--- src/rtl/alert_sched_pkg.sv ---
// Shared types and constants for the alert round-robin scheduler.
package alert_sched_pkg;

    typedef enum logic {
        IDLE    = 1'b0,
        PRESENT = 1'b1
    } sched_state_t;

    localparam logic ALERT_LOW  = 1'b0;
    localparam logic ALERT_HIGH = 1'b1;

    localparam int DEFAULT_NUM_CH = 4;

endpackage

--- src/rtl/rr_pick.sv ---
// Combinational round-robin finder: first requesting index at or above ptr,
// wrapping from NUM_CH-1 back to 0.
module rr_pick #(
    parameter int NUM_CH = 4,
    parameter int ID_W   = 2
) (
    input  logic [NUM_CH-1:0] req,
    input  logic [ID_W-1:0]   ptr,
    output logic [ID_W-1:0]   grant_idx,
    output logic              grant_vld
);

    int unsigned      sum;
    logic [ID_W-1:0]  idx;

    // Scan from the farthest offset down so the nearest hit is written last.
    always_comb begin
        grant_idx = '0;
        grant_vld = 1'b0;
        sum       = 0;
        idx       = '0;
        for (int k = NUM_CH - 1; k >= 0; k--) begin
            sum = int'(ptr) + k;
            if (sum >= NUM_CH) begin
                sum = sum - NUM_CH;
            end
            idx = ID_W'(sum);
            if (req[idx]) begin
                grant_idx = idx;
                grant_vld = 1'b1;
            end
        end
    end

endmodule

--- src/rtl/alert_rr_scheduler.sv ---
// Latches per-channel high/low alerts and serialises them round-robin onto one
// valid/ready port. Optional sticky overflow flags under ALERT_OVERFLOW_EN.
module alert_rr_scheduler
    import alert_sched_pkg::*;
#(
    parameter int NUM_CH = DEFAULT_NUM_CH,
    parameter int ID_W   = 2
) (
    input  logic              clock,
    input  logic              reset,
    input  logic [NUM_CH-1:0] ch_high,
    input  logic [NUM_CH-1:0] ch_low,
    input  logic [NUM_CH-1:0] enable_mask,
    output logic              out_valid,
    input  logic              out_ready,
    output logic [ID_W-1:0]   out_ch,
    output logic              out_type,
    output logic              pending_any,
    output logic [NUM_CH-1:0] ovf,
    input  logic              ovf_clr
);

    // Handshake: an alert transfers on the edge where out_valid & out_ready;
    // out_ch/out_type are stable for as long as out_valid is held.

    sched_state_t      state, state_nxt;
    logic [NUM_CH-1:0] high_pend, low_pend, high_nxt, low_nxt;
    logic [NUM_CH-1:0] set_high, set_low, clr_high, clr_low, clr_onehot;
    logic [ID_W-1:0]   rr_ptr, ptr_nxt, ch_nxt, grant_idx;
    logic              type_nxt, valid_nxt, grant_vld, fire;

    rr_pick #(
        .NUM_CH (NUM_CH),
        .ID_W   (ID_W)
    ) u_rr_pick (
        .req       (high_pend | low_pend),
        .ptr       (rr_ptr),
        .grant_idx (grant_idx),
        .grant_vld (grant_vld)
    );

    assign fire       = (state == PRESENT) && out_ready;
    assign clr_onehot = fire ? (NUM_CH'(1) << out_ch) : '0;
    assign clr_high   = (out_type == ALERT_HIGH) ? clr_onehot : '0;
    assign clr_low    = (out_type == ALERT_LOW)  ? clr_onehot : '0;
    assign set_high   = ch_high & enable_mask;
    assign set_low    = ch_low  & enable_mask;

    // A new pulse wins over a same-cycle handshake clear.
    assign high_nxt = (high_pend & ~clr_high) | set_high;
    assign low_nxt  = (low_pend  & ~clr_low)  | set_low;

    always_comb begin
        state_nxt = state;
        ch_nxt    = out_ch;
        type_nxt  = out_type;
        valid_nxt = out_valid;
        ptr_nxt   = rr_ptr;
        case (state)
            IDLE: begin
                if (grant_vld) begin
                    ch_nxt    = grant_idx;
                    type_nxt  = high_pend[grant_idx] ? ALERT_HIGH : ALERT_LOW;
                    valid_nxt = 1'b1;
                    state_nxt = PRESENT;
                end
            end
            PRESENT: begin
                if (out_ready) begin
                    valid_nxt = 1'b0;
                    state_nxt = IDLE;
                    ptr_nxt   = (out_ch == ID_W'(NUM_CH - 1)) ? '0 : out_ch + ID_W'(1);
                end
            end
            default: state_nxt = IDLE;
        endcase
    end

    always_ff @(posedge clock) begin
        if (!reset) begin
            state       <= IDLE;
            high_pend   <= '0;
            low_pend    <= '0;
            rr_ptr      <= '0;
            out_ch      <= '0;
            out_type    <= ALERT_LOW;
            out_valid   <= 1'b0;
            pending_any <= 1'b0;
        end else begin
            state       <= state_nxt;
            high_pend   <= high_nxt;
            low_pend    <= low_nxt;
            rr_ptr      <= ptr_nxt;
            out_ch      <= ch_nxt;
            out_type    <= type_nxt;
            out_valid   <= valid_nxt;
            pending_any <= |{high_nxt, low_nxt};
        end
    end

`ifdef ALERT_OVERFLOW_EN
    logic [NUM_CH-1:0] ovf_q, ovf_set;

    // Overflow: accepted pulse lands on a bit that stays pending this cycle.
    assign ovf_set = (set_high & high_pend & ~clr_high) | (set_low & low_pend & ~clr_low);

    always_ff @(posedge clock) begin
        if (!reset) begin
            ovf_q <= '0;
        end else begin
            ovf_q <= ovf_set | (ovf_clr ? '0 : ovf_q);
        end
    end

    assign ovf = ovf_q;
`else
    logic unused_ovf_clr;
    assign unused_ovf_clr = ovf_clr;
    assign ovf            = '0;
`endif

endmodule

--- config.mk ---
export PLATFORM = sky130hd
export DESIGN_NAME = alert_rr_scheduler
export DESIGN_NICKNAME = d
export VERILOG_FILES = /design/src/rtl/alert_sched_pkg.sv /design/src/rtl/rr_pick.sv /design/src/rtl/alert_rr_scheduler.sv
export SDC_FILE = /design/constraint.sdc
export NUM_CORES = 1
export LEC_CHECK = 0
export ABC_CLOCK_PERIOD_IN_PS = 2500
export BUFFER_PORTS_ARGS = -buffer_cell sky130_fd_sc_hd__buf_2
export CAP_MARGIN = 20
export CORE_MARGIN = 2
export CORE_UTILIZATION = 54
export CTS_BUF_LIST = sky130_fd_sc_hd__clkbuf_16
export DETAILED_ROUTE_END_ITERATION = 10
export GPL_ROUTABILITY_DRIVEN = 0
export PLACE_DENSITY = 0.82
export REMOVE_ABC_BUFFERS = 1
export SLEW_MARGIN = 10
export SYNTH_ARGS = -nofsm -noshare
export SYNTH_HDL_FRONTEND = slang
export SYNTH_SLANG_ARGS = --single-unit
--- constraint.sdc ---
create_clock -name clock -period 2.5 [get_ports clock]
set_clock_uncertainty 0.1 [all_clocks]
set_input_delay 0.25 -clock clock [delete_from_list [all_inputs] [get_ports clock]]
set_output_delay 0.25 -clock clock [all_outputs]
set_load 0.005 [all_outputs]
==> key figures, run 1 <==
Status
  – Status: finished, final reports clean

Clock network
  – Post-CTS resize count: 0
  – Clock Tree Buf Depth: 2
  – CTS tree: yes
  – TritonCTS Buffers: 3
  – Clock sinks: 16
  – Buffers inserted by post-CTS timing repair: 0
  – Worst-Skew Late Latency: 0.24 ns
  – CTS HTree Levels: 1
  – Reg clk slew, reported paths: 0.05 ns
  – Root buffer cell: clkbuf_16
  – # hold bufs at CTS: 0

STA
  – Max Clock Freq: 0.574 GHz
  – Hold Vio Cnt, Final: 0
  – Final WS setup: 0.758 ns
  – RSZ-0062 raised after global routing: no
  – # setup viols final: 0
  – Slew Limit Fails: 0
  – Min Clock Period, post-route: 1.74 ns
  – Period utilization: 69.7%
  – Setup TNS: 0 ns

Synth
  – Synth area leaders: dfxtp_1 35%, a22oi_1 5.8%, ha_1 5.5%
  – Most frequent cell after synthesis: dfxtp_1
  – Synthesized area per cell: 8.46 µm²
  – Post-synth cell types: 37
  – Mapped Cells: 108
  – Primary FF master, synth: dfxtp_1
  – Number of flops mapped to enable cells by yosys: 0
  – Yosys top cell area share: 35.1%
  – Ys Warns: 0
  – Synth cell count leaders: 16 x dfxtp_1, 11 x nand2_1, 8 x nor2b_1
  – Leading area contributor after synthesis: dfxtp_1
  – Flops & latches, synth: 16
  – Syn Std Cell Area: 913 µm²
  – Post-synthesis sequential area ratio: 35.1%
  – Synth async-reset ratio: 0%

Route
  – Antenna-violating nets left: 0
  – Vias: 874
  – DRT Pass-1 Iters: 4
  – DRC violation count after routing: 0
  – Drt total wl: 2260 µm
  – Vias per cell: 6.20
  – Wire per inst: 16.0 µm
  – Initial DRC count: 36

Critical path
  – Crit-path slowest cell: dfxtp_1
  – CP Launch Type: register
  – Crit path depth: 5
  – Worst reg-to-reg path cell count: 5
  – Worst path max stage delay: 0.32 ns
  – Critical path, cell by cell: nor2_1 -> o22ai_1 -> a21o_2 -> a211oi_1 -> o32ai_1
  – CP Class: reg2reg
  – CP bufs+invs: 0
  – Req. time, crit path: 2.51 ns
  – CP Capture Type: register
  – Crit path DAT: 1.75 ns
  – CP top delay family: compound AO/OA/AOI/OAI gates
  – CP max FO: 6

Hold path
  – Worst hold path type: in2reg
  – Hold Path Depth: 3

GRT
  – GR Overflow Total: 0
  – Largest net degree at the start of global routing: 18
  – Vias in the first global route: 842
  – Initial antenna violation count: 0
  – Gr usage total: 27.0%
  – First-pass GRT wire length: 3850 µm

Power and ir drop
  – Flop pwr share: 40.5%
  – Switching power: 0.000206 W
  – Combinational power share: 19.9%
  – Static leakage: 0.447 nW
  – Max rail drop VDD: 0.000484 V
  – P_int: 0.000561 W
  – Clock network power share: 39.6%
  – Switching Share: 26.8%
  – PD cells: 725 nW/µm²

Final layout
  – Ant diodes: 0
  – Nets: 147
  – Share of cells above drive strength 1: 20.8%
  – P&R area growth vs syn: 15.8%
  – Fillers: 138

Die
  – Num ports: 25
  – Starting Density: 59.3%
  – Die Area: 2040 µm²
  – Core area: 1540 µm²
  – Row cnt: 14
  – Die H: 45.1 µm
  – Die X: 45.1 µm

Placement
  – Detailed Place HPWL: 1560 µm
  – Pre-CTS setup slack: 0.881 ns
  – Number of port buffers: 19

Run
  – Max-cap violations: 0
[worst reg2reg max path, cell delays in order, from the launching register on]
cell      delay (ns)
dfxtp_1         0.32
nor2_1          0.32
o22ai_1         0.15
a21o_2          0.26
a211oi_1        0.29
o32ai_1         0.17
[sequential cells by signal, summed over array words and instances, names as in the netlist]
| signal | flops |
|---|---|
| high_pend | 4 |
| low_pend | 4 |
| out_ch | 2 |
| out_type | 1 |
| out_valid | 1 |
| pending_any | 1 |
| rr_ptr | 2 |
| state | 1 |
[layout by cell type (no fill, tap or decap)]
master      n
a211oi_1    2
a211oi_2    1
a21boi_0    2
a21o_2      1
a21oi_1     4
a22oi_1     7
a31o_2      1
a31oi_1     1
and2_1      3
and2b_1     1
and2b_4     1
and3b_1     1
buf_2      19
clkbuf_16   3
conb_1      4
dfxtp_1    16
ha_1        4
inv_1       2
mux2i_1     2
nand2_1    11
nand3_1     5
nand3b_1    2
nand4_1     2
nor2_1      6
nor2b_1     8
nor3_1      3
o211a_1     1
o21ai_0     5
o21bai_1    1
o22ai_1     1
o31a_1      1
o31ai_1     1
o32ai_1     1
o41ai_1     1
or2_1       1
[cells by family after synthesis]
logic type / Yosys count / share of synthesized area (%)
AND/OR/NAND/NOR: 44 / 25.5
flip-flops: 16 / 35.1
multiplexers: 2 / 2.19
other: 1 / 0.411
AO/OA/AOI/OAI: 31 / 24.2
adder cells (fa/ha/maj): 4 / 5.48
buffers and inverters: 10 / 7.12
[metrics by stage]
stage / total power, W / area (µm²) / utilization [%] / cells / hold WS (ns)
3_5_place_dp: 0.000460 / 982 / 63.7 / 138 / 0.421
6_report: 0.000767 / 1060 / 68.6 / 141 / 0.184
5_1_grt: 0.000799 / 1060 / 68.6 / 141 / 0.207
4_1_cts: 0.000769 / 1060 / 68.6 / 141 / 0.180
2_1_floorplan: 0.000407 / 867 / - / 103 / 0.272
3_3_place_gp: 0.000454 / 982 / 63.7 / 138 / 0.385
[power groups by stage]
stage               sequential (W)  combinational (W)  clock [W]
finish                    0.000310           0.000153   0.000304
global route              0.000314           0.000170   0.000315
CTS                       0.000309           0.000152   0.000308
detailed placement        0.000313           0.000147          0
global placement          0.000311           0.000142          0
floorplan                 0.000306           0.000101          0
[routing by layer]
layer	routed length [µm]	up-vias	GRT usage (%)	part of all wire (%)
met5	0	-	0	0
met4	84	0	15.3	3.7
met3	124	12	5.20	5.5
met2	1160	42	43.1	51
met1	890	404	33.7	39
li1	-	416	-	-
[final timing paths]
kind	end	slack [ns]	from
hold / removal	low_pend[3]	0.18	ch_low[3]
setup reg to reg	out_type	0.76	high_pend[2]
hold reg to reg	out_valid	0.43	out_valid
setup / recovery	out_type	0.76	high_pend[2]
[area by class of cell]
| type | instances | area (µm²) | share of cell area, % |
|---|---|---|---|
| Inverter | 2 | 7.51 | 0.710 |
| Timing Repair Buffer | 19 | 95.1 | 8.99 |
| Multi-Input combinational cell | 85 | 539 | 51.0 |
| Sequential cell | 16 | 320 | 30.3 |
| Clock buffer | 3 | 75.1 | 7.10 |
| Tap cell | 16 | 20.0 | 1.89 |
Power figures use the tool's default switching activity.
==> run 2: changes to the inputs <==
ABC_CLOCK_PERIOD_IN_PS = 1750   (was 2500)
CORE_UTILIZATION = 50   (was 54)
PLACE_DENSITY = 0.77   (was 0.82)
clock period = 1.75 ns   (was 2.5 ns; I/O delays follow)
==> run 2 against run 1 <==
Register-to-register slack got worse by 0.63 ns. Combinational power rose by 41%. Die area rose by 7.3%. Power rose by 43%. First-iteration DRC count fell by 44%. Cell count rose by 6.4%. Non-clock buffer count did not move. Wire length fell by 7.9%. Highest routed layer unchanged.
==> key figures, run 2 (synthesis results as in run 1) <==
Placement
  – Number of port buffers: 19
  – Dpl cells: 147
  – Detailed Place HPWL: 1490 µm

Final layout
  – Share of cells above drive strength 1: 21.6%
  – Ant diodes: 0
  – Final cell count without fillers: 150
  – Fillers: 162
  – Final core occ: 62.0%
  – Most frequent cells in the layout: 19 x buf_2, 16 x dfxtp_1, 11 x nand2_1
  – P&R area growth vs syn: 17.3%
  – Top Registers: high_pend: 4 flops, low_pend: 4 flops
  – Most common cell after layout, fill and taps aside: buf_2
  – Nets: 147

Critical path
  – CP Launch Type: register
  – Crit path DAT: 1.65 ns
  – Reg2reg setup slack: 0.12 ns
  – CP max FO: 8
  – Worst r2r dst: out_type
  – CP Capture Type: register
  – Launch point of the worst reg-to-reg path: rr_ptr[1]
  – CP Class: reg2reg
  – Req. time, crit path: 1.77 ns
  – Worst reg-to-reg path cell count: 5
  – Start point of the critical path: rr_ptr[1]

Hold path
  – Worst hold path type: in2reg
  – Hold Path Sink: low_pend[3]
  – Hold path startpoint: ch_low[3]
  – Hold Path Depth: 3

GRT
  – First-pass GRT wire length: 3360 µm
  – Largest net degree at the start of global routing: 18
  – GR Overflow Total: 0
  – Gr usage total: 21.8%
  – Initial antenna violation count: 0
  – Vias in the first global route: 759

Route
  – DRT Pass-1 Iters: 4
  – Antenna-violating nets left: 0
  – DRC violation count after routing: 0
  – Initial DRC count: 20
  – Drt total wl: 2080 µm
  – Vias: 865
  – Vias per cell: 5.77
  – Wire per inst: 13.8 µm

STA
  – RSZ-0062 raised after global routing: no
  – Max Clock Freq: 0.615 GHz
  – Setup TNS: 0 ns
  – Final hold slack: 0.103 ns
  – Slew Limit Fails: 0
  – # setup viols final: 0
  – Period utilization: 92.9%
  – Hold Vio Cnt, Final: 0
  – Min Clock Period, post-route: 1.63 ns

Power and ir drop
  – Max rail drop VDD: 0.000797 V
  – Static leakage: 0.448 nW
  – PD cells: 1020 nW/µm²

Clock network
  – TritonCTS Buffers: 3
  – Clock sinks: 16
  – # hold bufs at CTS: 0
  – CTS tree: yes
  – Reg clk slew, reported paths: 0.05 ns
  – CTS HTree Levels: 1
  – Clock Tree Buf Depth: 2
  – Root buffer cell: clkbuf_16
  – Worst-Skew Late Latency: 0.25 ns

Die
  – Starting Density: 52.9%
  – Die H: 46.7 µm
  – Die Area: 2180 µm²
  – Row cnt: 15
  – Core area: 1730 µm²
  – Num ports: 25
  – Die X: 46.7 µm

Run
  – Max-cap violations: 0

Status
  – Status: finished, final reports clean
-- run 2: changes by cell type in the layout (fill, tap and decap cells not counted) --
cell,change
nor2_1,-1
nor2_2,+1
o21ai_0,-1
o21ai_1,+1
-- run 2: metrics by stage --
| stage | total power (W) | worst slack (ns) | cell area [µm²] |
|---|---|---|---|
| after floorplan | 0.000582 | 0.319 | 867 |
| after global placement | 0.000650 | 0.183 | 993 |
| after detailed placement | 0.000656 | 0.151 | 993 |
| after CTS | 0.00109 | 0.0580 | 1070 |
| after global routing | 0.00114 | 0.0361 | 1070 |
| final | 0.00109 | 0.124 | 1070 |
-- run 2: layout make-up --
cell class | instances | area (µm²) | share of cell area [%]
clock buffer | 3 | 75.1 | 7.01
inverter | 2 | 7.51 | 0.701
multi-input combinational | 85 | 542 | 50.6
sequential | 16 | 320 | 29.9
tap | 25 | 31.3 | 2.92
timing repair buffer | 19 | 95.1 | 8.88
-- run 2: worst max-delay path by stage --
stage,endpoint,slack [ns],depth (start not counted)
after floorplan,out_type,0.32,5
after global placement,out_type,0.18,5
after detailed placement,out_type,0.15,5
after CTS,out_type,0.06,5
after global routing,out_type,0.04,5
final,out_type,0.12,5
-- run 2: where the power goes --
group          switching, W  internal [W]  total [W]
Clock              0.000136      0.000299   0.000435
Sequential        0.0000450      0.000399   0.000444
Combinational      0.000111      0.000105   0.000216
-- run 2: timing repair --
action / in CTS / in global routing
resized for setup: 0 / 2
buffers inserted: 0 / 0
endpoints found under the setup margin: 0 / 1
-- run 2: per-layer routing --
metal,share of wire (%),GRT usage [%],vias to the layer above,wire length [µm]
li1,-,-,418,-
met1,44,30.6,410,921
met2,49,33.1,33,1020
met3,4.8,2.31,4,100
met4,1.6,11.7,0,34
met5,0,0,-,0
-- run 2: worst max-delay path, cell delays in order, from the launching register on --
cell and delay [ns]:
dfxtp_1 0.38, nor3_1 0.27, a211oi_2 0.09, a21o_2 0.23, a211oi_1 0.29, o32ai_1 0.14
==> run 3: changes to the inputs <==
PLACE_DENSITY = 0.74   (was 0.77)
SKIP_CTS_REPAIR_TIMING = 1   (was unset)
TNS_END_PERCENT = 10   (was unset)
==> run 3 against run 2 <==
Flip-flop and latch count unchanged. Clock power increased by 0.9%. Largest power group unchanged. Global-route usage down 1.6 points. Design area is 0.12% higher. Setup slack gained 0.033 ns. Via count fell by 2.7%. Count of clock-buffer cells in the layout did not move. Die area unchanged. Critical path depth stayed put. Critical path type unchanged. Sequential share of layout area about the same. Critical endpoint is now pending_any. Power is 0.28% lower. Cell count stayed put.
==> key figures, run 3 (synthesis results as in run 1) <==
Final layout
  – Ant diodes: 0
  – Share of cells above drive strength 1: 22.4%
  – Seq. cell area: 320 µm²
  – P&R area growth vs syn: 17.4%
  – Most common cell after layout, fill and taps aside: buf_2
  – Most frequent cells in the layout: 19 x buf_2, 16 x dfxtp_1, 11 x nand2_1
  – Multi-input gate area: 543 µm²
  – Fillers: 162
  – Final core occ: 62.1%
  – Nets: 147
  – Top Registers: high_pend: 4 flops, low_pend: 4 flops

Clock network
  – Worst-Skew Late Latency: 0.24 ns
  – CTS tree: yes
  – Clock sinks: 16
  – CTS HTree Levels: 1
  – TritonCTS Buffers: 3
  – Clock Tree Buf Depth: 2
  – Root buffer cell: clkbuf_16
  – Reg clk slew, reported paths: 0.05 ns

STA
  – Min Clock Period, post-route: 1.59 ns
  – Max Clock Freq: 0.628 GHz
  – # setup viols final: 0
  – Setup TNS: 0 ns
  – Period utilization: 91.0%
  – Hold Vio Cnt, Final: 0
  – RSZ-0062 raised after global routing: no
  – Slew Limit Fails: 0
  – Final WS setup: 0.157 ns

GRT
  – Initial antenna violation count: 0
  – Vias in the first global route: 680
  – Largest net degree at the start of global routing: 18
  – GR Overflow Total: 0
  – First-pass GRT wire length: 3070 µm
  – Gr usage total: 20.2%

Die
  – Core area: 1730 µm²
  – Die Area: 2180 µm²
  – Starting Density: 52.9%
  – Die H: 46.7 µm
  – Row cnt: 15
  – Die X: 46.7 µm
  – Num ports: 25

Critical path
  – CP Class: reg2reg
  – Reg2reg setup slack: 0.16 ns
  – CP Capture Type: register
  – CP top delay family: compound AO/OA/AOI/OAI gates
  – Req. time, crit path: 1.78 ns
  – Worst path max stage delay: 0.39 ns
  – Worst reg-to-reg path cell count: 5
  – Crit-path slowest cell: dfxtp_1
  – CP max FO: 10
  – Critical path, cell by cell: and3b_1 -> nand2_1 -> a22oi_1 -> nand4_1 -> o31a_1
  – Crit path DAT: 1.63 ns
  – Crit path depth: 5
  – CP Launch Type: register
  – CP bufs+invs: 0

Power and ir drop
  – Static leakage: 0.449 nW
  – PD cells: 1020 nW/µm²
  – Max rail drop VDD: 0.000792 V

Placement
  – Detailed Place HPWL: 1460 µm
  – Number of port buffers: 19
  – Pre-CTS setup slack: 0.152 ns

Route
  – Vias: 842
  – Wire per inst: 13.0 µm
  – Drt total wl: 1950 µm
  – Met1 wire length: 925 µm
  – Routed wl met2: 889 µm
  – Top layer in use: met4
  – DRT Pass-1 Iters: 4
  – DRC violation count after routing: 0
  – Antenna-violating nets left: 0
  – WL met3: 100 µm
  – Vias per cell: 5.61
  – Initial DRC count: 18

Status
  – Status: finished, final reports clean

Run
  – Max-cap violations: 0

Hold path
  – Worst hold path type: in2reg
  – Hold Path Depth: 3
run 3: cell counts in the layout (fill, tap and decap cells not counted):
Identical to the previous run, type by type.
run 3: layout make-up:
class	instances	share of cell area (%)
multi-input cells	85	50.6
flip-flops and latches	16	29.9
repair buffers	19	8.87
clock buffers	3	7.00
well taps	25	2.92
inverters	2	0.700
run 3: worst paths after layout:
kind         startpoint          end
min reg2reg   out_valid    out_valid
max reg2reg    out_type  pending_any
max            out_type  pending_any
min           ch_low[3]  low_pend[3]
run 3: layer usage:
layer	GRT usage, %	vias to the layer above
met5	0	-
met4	10.0	0
met3	3.46	5
met2	30.0	26
met1	28.3	390
li1	-	421
run 3: power breakdown:
part / switching, W / total [W] / internal (W) / leakage, nW
clock network: 0.000139 / 0.000439 / 0.000300 / 0.0370
registers: 0.0000425 / 0.000441 / 0.000398 / 0.132
logic: 0.000108 / 0.000212 / 0.000104 / 0.279
run 3: tightest hold or removal path, stage by stage:
cell	delay, ns
buf_2	0.10
nand2_1	0.05
a21boi_0	0.07
run 3: per-stage QoR:
stage	cells	area (µm²)	power, W	hold slack, ns
finish	150	1070	0.00109	0.0977
global route	150	1070	0.00114	0.118
CTS	150	1070	0.00109	0.103
detailed placement	147	993	0.000655	0.359
global placement	147	993	0.000649	0.351
floorplan	103	867	0.000582	0.197
